==> src/rtl/conv_coprocessor_ctrl.sv <==
`default_nettype none
// ============================================================================
// Module   : conv_coprocessor_ctrl
// Purpose  : Instruction-queue controller that sequences register-file and
//            execution-unit work for the convolution coprocessor.
//            Optional execution watchdog: define CONV_CTRL_WATCHDOG_EN.
// Revision : 1.0 - initial release
// ============================================================================
module conv_coprocessor_ctrl #(
    parameter int FIFO_DEPTH  = 4,
    parameter int DATA_W      = 16,
    parameter int ADDR_W      = 6,
    parameter int TIMEOUT_CYC = 1024
) (
    input  logic              clk,
    input  logic              rst_n,
    input  logic [31:0]       instruction,
    input  logic              instr_valid,
    output logic              instr_ready,
    output logic [DATA_W-1:0] output_reg,
    output logic              rd_valid,
    output logic              wait_signal,
    output logic              rf_we,
    output logic [ADDR_W-1:0] rf_addr,
    output logic [DATA_W-1:0] rf_wdata,
    input  logic [DATA_W-1:0] rf_rdata,
    output logic              exu_start,
    output logic [3:0]        exu_op,
    input  logic              exu_done,
    output logic              exu_abort,
    input  logic              ext_request,
    output logic              ext_grant,
    output logic              err_illegal,
    output logic              err_timeout,
    output logic [15:0]       retire_count
);
    localparam int c_ptr_w = (FIFO_DEPTH > 1) ? $clog2(FIFO_DEPTH) : 1;
    localparam int c_cnt_w = c_ptr_w + 1;
    localparam logic [c_cnt_w-1:0] c_full = c_cnt_w'(FIFO_DEPTH);

    localparam logic [3:0] c_op_nop   = 4'b0000;
    localparam logic [3:0] c_op_read  = 4'b0001;
    localparam logic [3:0] c_op_write = 4'b0010;
    localparam logic [3:0] c_op_conv  = 4'b0101;
    localparam logic [3:0] c_op_trsp  = 4'b0110;
    localparam logic [3:0] c_op_rob   = 4'b0111;
    localparam logic [3:0] c_op_b2g   = 4'b1000;

    typedef enum logic [2:0] {
        S_IDLE   = 3'd0,
        S_GRANT  = 3'd1,
        S_DECODE = 3'd2,
        S_MEM_RD = 3'd3,
        S_MEM_WR = 3'd4,
        S_EXEC   = 3'd5
    } state_t;

    state_t              state_q, state_d;
    logic [31:0]         mem_q [FIFO_DEPTH];
    logic [31:0]         mem_d [FIFO_DEPTH];
    logic [c_ptr_w-1:0]  wr_ptr_q, wr_ptr_d, rd_ptr_q, rd_ptr_d;
    logic [c_cnt_w-1:0]  count_q, count_d;
    logic [31:0]         ir_q, ir_d;
    logic                instr_ready_q, instr_ready_d;
    logic [DATA_W-1:0]   output_reg_q, output_reg_d;
    logic                rd_valid_q, rd_valid_d;
    logic                wait_q, wait_d;
    logic                rf_we_q, rf_we_d;
    logic [ADDR_W-1:0]   rf_addr_q, rf_addr_d;
    logic [DATA_W-1:0]   rf_wdata_q, rf_wdata_d;
    logic                exu_start_q, exu_start_d;
    logic [3:0]          exu_op_q, exu_op_d;
    logic                ext_grant_q, ext_grant_d;
    logic                err_illegal_q, err_illegal_d;
    logic [15:0]         retire_q, retire_d;
    logic                w_push, w_pop;

    logic [3:0]          w_op;
    logic [ADDR_W-1:0]   w_addr;
    logic [DATA_W-1:0]   w_data;
    logic                w_unused_ir;

    assign w_op        = ir_q[3:0];
    assign w_addr      = ir_q[4 +: ADDR_W];
    assign w_data      = ir_q[12 +: DATA_W];
    assign w_unused_ir = ^ir_q;

`ifdef CONV_CTRL_WATCHDOG_EN
    localparam int c_wd_w = $clog2(TIMEOUT_CYC + 1);
    localparam logic [c_wd_w-1:0] c_wd_last = c_wd_w'(TIMEOUT_CYC - 1);
    logic [c_wd_w-1:0]   wd_q, wd_d;
    logic                exu_abort_q, exu_abort_d;
    logic                err_timeout_q, err_timeout_d;
`endif

    always_comb begin
        state_d       = state_q;
        mem_d         = mem_q;
        wr_ptr_d      = wr_ptr_q;
        rd_ptr_d      = rd_ptr_q;
        count_d       = count_q;
        ir_d          = ir_q;
        output_reg_d  = output_reg_q;
        rd_valid_d    = 1'b0;
        rf_we_d       = 1'b0;
        rf_addr_d     = rf_addr_q;
        rf_wdata_d    = rf_wdata_q;
        exu_start_d   = exu_start_q;
        exu_op_d      = exu_op_q;
        err_illegal_d = err_illegal_q;
        retire_d      = retire_q;
        w_push        = instr_valid && instr_ready_q;
        w_pop         = 1'b0;
`ifdef CONV_CTRL_WATCHDOG_EN
        wd_d          = wd_q;
        exu_abort_d   = 1'b0;
        err_timeout_d = err_timeout_q;
`endif

        case (state_q)
            S_IDLE: begin
                // External agent wins over queued work so it is never starved.
                if (ext_request) begin
                    state_d = S_GRANT;
                end else if (count_q != '0) begin
                    w_pop   = 1'b1;
                    ir_d    = mem_q[rd_ptr_q];
                    state_d = S_DECODE;
                end
            end
            S_GRANT: begin
                if (!ext_request) state_d = S_IDLE;
            end
            S_DECODE: begin
                state_d = S_IDLE;
                case (w_op)
                    c_op_read: begin
                        state_d   = S_MEM_RD;
                        rf_addr_d = w_addr;
                    end
                    c_op_write: begin
                        state_d    = S_MEM_WR;
                        rf_we_d    = 1'b1;
                        rf_addr_d  = w_addr;
                        rf_wdata_d = w_data;
                    end
                    c_op_conv, c_op_trsp, c_op_rob, c_op_b2g: begin
                        state_d     = S_EXEC;
                        exu_start_d = 1'b1;
                        exu_op_d    = w_op;
                        rf_addr_d   = w_addr;
`ifdef CONV_CTRL_WATCHDOG_EN
                        wd_d        = '0;
`endif
                    end
                    c_op_nop: retire_d = retire_q + 16'd1;
                    default:  err_illegal_d = 1'b1;
                endcase
            end
            S_MEM_RD: begin
                output_reg_d = rf_rdata;
                rd_valid_d   = 1'b1;
                retire_d     = retire_q + 16'd1;
                state_d      = S_IDLE;
            end
            S_MEM_WR: begin
                retire_d = retire_q + 16'd1;
                state_d  = S_IDLE;
            end
            S_EXEC: begin
                if (exu_done) begin
                    state_d     = S_IDLE;
                    exu_start_d = 1'b0;
                    exu_op_d    = 4'd0;
                    retire_d    = retire_q + 16'd1;
                end
`ifdef CONV_CTRL_WATCHDOG_EN
                else if (wd_q == c_wd_last) begin
                    state_d       = S_IDLE;
                    exu_start_d   = 1'b0;
                    exu_op_d      = 4'd0;
                    exu_abort_d   = 1'b1;
                    err_timeout_d = 1'b1;
                end else begin
                    wd_d = wd_q + c_wd_w'(1);
                end
`endif
            end
            default: state_d = S_IDLE;
        endcase

        if (w_push) begin
            mem_d[wr_ptr_q] = instruction;
            wr_ptr_d        = wr_ptr_q + c_ptr_w'(1);
        end
        if (w_pop) rd_ptr_d = rd_ptr_q + c_ptr_w'(1);
        if (w_push && !w_pop)      count_d = count_q + c_cnt_w'(1);
        else if (!w_push && w_pop) count_d = count_q - c_cnt_w'(1);

        // Status outputs are registered copies of the next-cycle condition.
        instr_ready_d = (count_d != c_full);
        wait_d        = (count_d != '0) || (state_d != S_IDLE);
        ext_grant_d   = (state_d == S_GRANT);
    end

    always_ff @(posedge clk) begin
        if (!rst_n) begin
            state_q       <= S_IDLE;
            mem_q         <= '{default: '0};
            wr_ptr_q      <= '0;
            rd_ptr_q      <= '0;
            count_q       <= '0;
            ir_q          <= '0;
            instr_ready_q <= 1'b0;
            output_reg_q  <= '0;
            rd_valid_q    <= 1'b0;
            wait_q        <= 1'b0;
            rf_we_q       <= 1'b0;
            rf_addr_q     <= '0;
            rf_wdata_q    <= '0;
            exu_start_q   <= 1'b0;
            exu_op_q      <= 4'd0;
            ext_grant_q   <= 1'b0;
            err_illegal_q <= 1'b0;
            retire_q      <= 16'd0;
`ifdef CONV_CTRL_WATCHDOG_EN
            wd_q          <= '0;
            exu_abort_q   <= 1'b0;
            err_timeout_q <= 1'b0;
`endif
        end else begin
            state_q       <= state_d;
            mem_q         <= mem_d;
            wr_ptr_q      <= wr_ptr_d;
            rd_ptr_q      <= rd_ptr_d;
            count_q       <= count_d;
            ir_q          <= ir_d;
            instr_ready_q <= instr_ready_d;
            output_reg_q  <= output_reg_d;
            rd_valid_q    <= rd_valid_d;
            wait_q        <= wait_d;
            rf_we_q       <= rf_we_d;
            rf_addr_q     <= rf_addr_d;
            rf_wdata_q    <= rf_wdata_d;
            exu_start_q   <= exu_start_d;
            exu_op_q      <= exu_op_d;
            ext_grant_q   <= ext_grant_d;
            err_illegal_q <= err_illegal_d;
            retire_q      <= retire_d;
`ifdef CONV_CTRL_WATCHDOG_EN
            wd_q          <= wd_d;
            exu_abort_q   <= exu_abort_d;
            err_timeout_q <= err_timeout_d;
`endif
        end
    end

    assign instr_ready  = instr_ready_q;
    assign output_reg   = output_reg_q;
    assign rd_valid     = rd_valid_q;
    assign wait_signal  = wait_q;
    assign rf_we        = rf_we_q;
    assign rf_addr      = rf_addr_q;
    assign rf_wdata     = rf_wdata_q;
    assign exu_start    = exu_start_q;
    assign exu_op       = exu_op_q;
    assign ext_grant    = ext_grant_q;
    assign err_illegal  = err_illegal_q;
    assign retire_count = retire_q;

`ifdef CONV_CTRL_WATCHDOG_EN
    assign exu_abort   = exu_abort_q;
    assign err_timeout = err_timeout_q;
`else
    logic w_unused_cfg;
    assign w_unused_cfg = (TIMEOUT_CYC != 0);
    assign exu_abort    = 1'b0;
    assign err_timeout  = 1'b0;
`endif

endmodule
`default_nettype wire

==> config.mk <==
export PLATFORM = sky130hd
export DESIGN_NAME = conv_coprocessor_ctrl
export DESIGN_NICKNAME = d
export VERILOG_FILES = /design/src/rtl/conv_coprocessor_ctrl.sv
export SDC_FILE = /design/constraint.sdc
export NUM_CORES = 1
export LEC_CHECK = 0
export ABC_AREA = 1
export CORE_AREA = 8 8 132 134
export CTS_BUF_LIST = sky130_fd_sc_hd__clkbuf_8
export DETAILED_ROUTE_END_ITERATION = 8
export DIE_AREA = 0 0 140 142
export GPL_TIMING_DRIVEN = 1
export PLACE_DENSITY = 0.92
export SYNTH_ARGS = -nofsm -noshare
export SYNTH_HDL_FRONTEND = slang
export SYNTH_SLANG_ARGS = --single-unit
==> constraint.sdc <==
create_clock -name clk -period 2 [get_ports clk]
set_input_delay 0.4 -clock clk [delete_from_list [all_inputs] [get_ports clk]]
set_output_delay 0.4 -clock clk [all_outputs]
set_load 0.005 [all_outputs]
* Yosys cells after proc, flatten, opt, wreduce, memory -nomap -nowiden
Cells that the tools add are included.
Widths: inputs -> output; s select.
** Operators by class
- Muxes and demuxes :: 28
- Bitwise operators :: 4
- Reduce and logical (&&, ||, !) cells :: 25
- Equal/unequal tests :: 16
- Add/subtract/negate cells :: 5
- Magnitude comparators :: 3
** Operators by type and width (number)
- $bwmux 128 :: 1
- $bmux 32 s2 :: 1
- $demux 32 s2 :: 1
- $mux 28 :: 2
- $pmux 16 s3 :: 1
- $mux 16 :: 2
- $mux 32 :: 1
- $mux 3 :: 6
- $add 16x1->16 const B :: 1
- $eq 4x3->1 const B :: 3
- $pmux 3 s4 :: 1
- $reduce_bool 3->1 :: 4
- $pmux 3 s3 :: 1
- $reduce_and 3->1 :: 3
- $mux 4 :: 2
- $pmux 4 s2 :: 1
- $reduce_and 2->1 :: 4
- $mux 1 :: 7
- $reduce_or 7->1 :: 1
- $eq 3x1->1 const B :: 2
- $eq 3x2->1 const B :: 2
- $eq 3x3->1 const B :: 2
- $ge 3x3->1 const B :: 2
- $not 2->3 :: 2
- 21 further kinds :: 28
** Word-level totals
- Register bits :: 231
- Output and inout bits :: 67

* Logic depth before layout (Yosys ltp)
Gate-level depths: netlist (run 1).
- Depth in word-level cells :: 9
- Mapped depth :: 11

* Least setup slack after synthesis (run 1)
Ideal clock, no wire load.
- Path kind :: register to register
- Start :: register count_q[0]
- End :: register wait_q, in the netlist wait_signal
- Library setup time :: 0.117 ns
- Buffers on the path :: 0
- Cell stages (with the launch flop) :: 11
- Period minus slack after synthesis :: 1.439 ns
- Required time :: 1.883 ns
- Arrival time :: 1.322 ns
- Setup slack :: 0.561 ns
- Cells stage by stage :: dfxtp_1 inv_1 ha_1 nand2_1 inv_1 nor2_4 nand3_1 nand3_1 nand2_1 o21bai_1 nand2_1
** Between the ends
- Longest elaborated chain between the ends :: 9
- Elaborated cells on any way between the ends :: 17
- Classes of those cells :: add/sub (2); mux (8); reduce/logical (7)
** Ends and longest elaborated chain
- start: declaration :: RTL line 62 : logic [c_cnt_w-1:0] count_q, count_d;
- start signal: assignment :: RTL line 236 : count_q <= count_d;
- $reduce_bool 3->1 :: RTL line 125 : end else if (count_q != '0) begin
- $mux 1 :: RTL line 125
- $mux 1 :: RTL line 123 : if (ext_request) begin
- $mux 1 :: RTL line 120 : case (state_q)
- $logic_and 1x1->1 / $logic_not 1->1 (equally long branches) :: RTL line 198, 197
- $mux 3 / $logic_and 1x1->1 (equally long branches) :: RTL line 198, 197
- $mux 3 :: RTL line 197 : if (w_push && !w_pop) count_d = count_q + c_cnt_w'(1);
- $reduce_bool 3->1 :: RTL line 202 : wait_d = (count_d != '0) || (state_d != S_IDLE);
- $logic_or 1x1->1 (*) :: RTL line 202
- end signal: assignment :: RTL line 241 : wait_q <= wait_d;
- end: declaration :: RTL line 67 : logic wait_q, wait_d;
Mark *: on every way between the ends. The rest lies on a longest branch, timed or not.
A chain may end at the register's enable or synchronous reset.

* Worst setup path after layout (run 1)
- Start :: register retire_q[11], in the netlist retire_count[11]
- End :: output port retire_count[11]
** RTL lines
- start: declaration :: RTL line 75 : logic [15:0] retire_q, retire_d;
- start signal: assignment :: RTL line 249 : retire_q <= retire_d;
- end: declaration :: RTL line 35 : output logic [15:0] retire_count
No word-level cell between the ends.

==> impl_results.md, run 1 <==
* Min Tclk post-route at 1960 ps
* CP cell instances: clkdlybuf4s50_1
* Fin cells at 1440
* Async S/R FF share, synth at 0
* Flop-to-flop setup slack at 310 ps
* Final Max Slew Viols at 0
* Worst-skew pair later-pin latency at around 560 ps
* Number of diodes at 0
* Fin area at 10400 um2
* Cell with the most instances after synthesis: dfxtp_1
* DP HPWL at 14600 um
* YS warnings at 0
* Placed Cells at 1382
* Synth unique cells at 35
* Bufs on Longest Clock Path at 3
* Sw Share at 0.274
* Most used DFF post-synth: dfxtp_1
* CP Max Fanout at 5
* Reg2reg start: count_q[0]
* Cts hold-fix bufs at 0
* Hold_sp: rst_n
* Leakage at 3.80 nW
* Htree depth at 1
* Antenna violations before repair at 0
* CP max stage cell: clkdlybuf4s50_1
* Clock tree from TritonCTS: done
* Crit share post-route at 0.980
* Syn Std Cell Area at 8410 um2
* Crit path DAT at 1560 ps
* Ranking of synthesized cells by area: dfxtp_1 (49%), a21oi_1 (11%), o21ai_0 (10%)
* Critical path type: register to output pin
* 1st-iter DRT viols at 678
* M2 GR Usage at 0.381
* Drc violations at 0
* Element type at the critical path end: output pin
* Largest register FFs at 104
* Biggest regs: mem_q x104, ir_q x26
* Setup Viol. Count Final at 0
* Clock power frac at 0.389
* Clock Skews at 21.0 ps
* Int Power at 6.95 mW
* Synthesized flop and latch total at 205
* Post-Place Setup Slack at -17.1 ps
* Via density at 5.75
* Worst hold path endpoint: count_q[1]
* Mean Syn Cell Area at 7.47 um2
* Wirelength, routed at 22900 um
* CP top delay family: buffers and inverters
* Core area at roughly 15000 um2
* Total gr overflow at 0
* Clock Sinks at between 200 and 250
* Rows at 46
* Register with the most flip-flops: mem_q
* Pre-antenna DRT Iters at 5
* Comb pwr share at 0.145
* # port buffers at 111
* All-Layer GR Usage at 0.220
* Routed len/inst at 15.9 um
* Final setup margin at 39.1 ps
* Final ANT Viol Nets at 0
* Placed cell areas at 9690 um2
* Total CTS buffers at 31
* Synth area leader: dfxtp_1
* First-pass GRT wire length at between 30000 and 40000 um
* Pwr dens at 923 nW/um2
* Clock slew at reported path FFs at 70 ps
* Synth top area share at 0.488
* Type of origin of the critical path: register
* Overall Power at between 9 and 10 mW
* Max incr delay on CP at between 500 and 600 ps
* Grt peak-use layer: met2
* Most common library cells after synthesis: dfxtp_1 (205), a21oi_1 (177), o21ai_0 (173)
* Final RePlAce weighted congestion at 0.921
* Met1 usage at 0.267
* Boundary pin count at 120
* Sequential share of the synthesized area at 0.488
* Max-Cap Viols at 0
* Psw at 2.63 mW
* Share of cells above drive strength 1 at 0.0761
* Worst Hold Class: input pin to register
* EDFF count, synth at 0
* Hold path cells at 3
* Critical path buffer and inverter count at 1
* Via count at 8280
* Final Hold Vio Count at 0
* Gate Count Post-Synth at 1127
* R2r endpoint: wait_signal
* RSZ-0062 raised after global routing: false
* Die Ht at 142 um
* CTS root buffer: clkbuf_8
* Number of global-route vias before repair at between 7000 and 8000
* Die X at 140 um
* Initial Util at 0.546
* Maximum clock frequency at 510 MHz
* Post-CTS Setup Inserts at 0
* Worst r2r path cells at 10
* Nets at 1284
* Reg power frac at 0.466
* Max VDD drop at 0.000540 V
* Tightest Pin Transition at 967 ps
* Rel. slew slack at 0.354
* Area Growth Syn to Fin at 23.3%
* Largest net degree at the start of global routing at 60
* Global Route met3 Usage at 0.0419
* Outcome: completed
* Post-CTS sizing at 1
* Critical Path RT at 1600 ps
* Die area at 19900 um2
logic make-up (layout without fill, tap and decap cells):
family                     count (synthesis)  count (layout)  share of synthesized area
AOI/OAI and AO/OA                        383             383                      0.233
xor gates and xnor gates                   5               5                    0.00521
adders and majority gates                  8               8                     0.0119
buffers and inverters                    169             289                     0.0821
DFF                                      205             205                      0.488
other                                      1               2                   0.000446
and+or+nand+nor                          356             356                      0.179
how the worst max path moves through the flow:
| stage | start | to | slack, ps | cells past startpoint |
|---|---|---|---|---|
| floorplan | count_q[0] | wait_signal | 560 | 10 |
| finish | retire_count[11] | retire_count[11] | 40 | 1 |
| CTS | retire_count[8] | retire_count[8] | 50 | 1 |
| global placement | instr_valid | wait_signal | 80 | 10 |
| global route | retire_count[8] | retire_count[8] | 6 | 1 |
| detailed placement | instr_valid | mem_q[56] | -20 | 7 |
placed cells by master, fill, tap and decap left out, drive strengths merged:
cell type and n:
nor2 116, clkdlybuf4s50 110, ha 8, clkinv 10, bufinv 3, clkbuf 38
nand3b 1, o21ai 175, conb 2, o211ai 3, a31oi 26, nor3 10
clkinvlp 1, xnor2 3, nand2 145, dfxtp 205, xor2 2, nand3 74
nand4 6, a21oi 178, buf 30, inv 97, nor3b 1, or2 3
o21bai 1
metrics by stage:
stage / hold WS (ps) / setup TNS (ps) / util
floorplan: 429 / 0 / -
finish: 311 / 0 / 0.673
CTS: 281 / 0 / 0.673
global route: 319 / 0 / 0.673
detailed placement: 441 / -17.1 / 0.628
global placement: 437 / 0 / 0.628
layout make-up:
type,instances,area [um2]
clock inverters,20,169
clock buffers,38,523
multi-input cells,754,3620
flip-flops and latches,205,4110
inverters,91,344
well taps,192,240
repair buffers,140,1370
fillers,1135,5050
power groups by stage:
stage          Combinational (mW)  Sequential, mW  Clock [mW]
2_1_floorplan               0.890            4.50           0
3_3_place_gp                 1.29            4.53           0
3_5_place_dp                 1.34            4.54           0
4_1_cts                      1.37            4.46        3.75
5_1_grt                      1.53            4.48        3.95
6_report                     1.39            4.46        3.73
layer usage:
metal  wire length, um  part of all wire
met5                 0                 0
met1              9200              0.40
met4               541             0.024
met3              2250             0.098
met2             10900              0.48
Note: power is estimated with default switching activity, not from simulation.
==> run 2: changes to the inputs <==
--- a/config.mk
+++ b/config.mk
@@ -6,6 +6,7 @@
 export NUM_CORES = 1
 export LEC_CHECK = 0
 export ABC_AREA = 1
+export CAP_MARGIN = 10
 export CORE_AREA = 8 8 132 134
 export CTS_BUF_LIST = sky130_fd_sc_hd__clkbuf_8
 export DETAILED_ROUTE_END_ITERATION = 8
==> results of run 2 <==
Same layout as run 1: the final DEF is identical, and so are final timing and power.
==> run 3: changes to the inputs <==
--- a/config.mk
+++ b/config.mk
@@ -11,8 +11,8 @@
 export CTS_BUF_LIST = sky130_fd_sc_hd__clkbuf_8
 export DETAILED_ROUTE_END_ITERATION = 8
 export DIE_AREA = 0 0 140 142
-export GPL_TIMING_DRIVEN = 1
 export PLACE_DENSITY = 0.92
+export SKIP_CTS_REPAIR_TIMING = 1
 export SYNTH_ARGS = -nofsm -noshare
 export SYNTH_HDL_FRONTEND = slang
 export SYNTH_SLANG_ARGS = --single-unit
==> results of run 3 <==
Same layout as run 1: the final DEF is identical, and so are final timing and power.
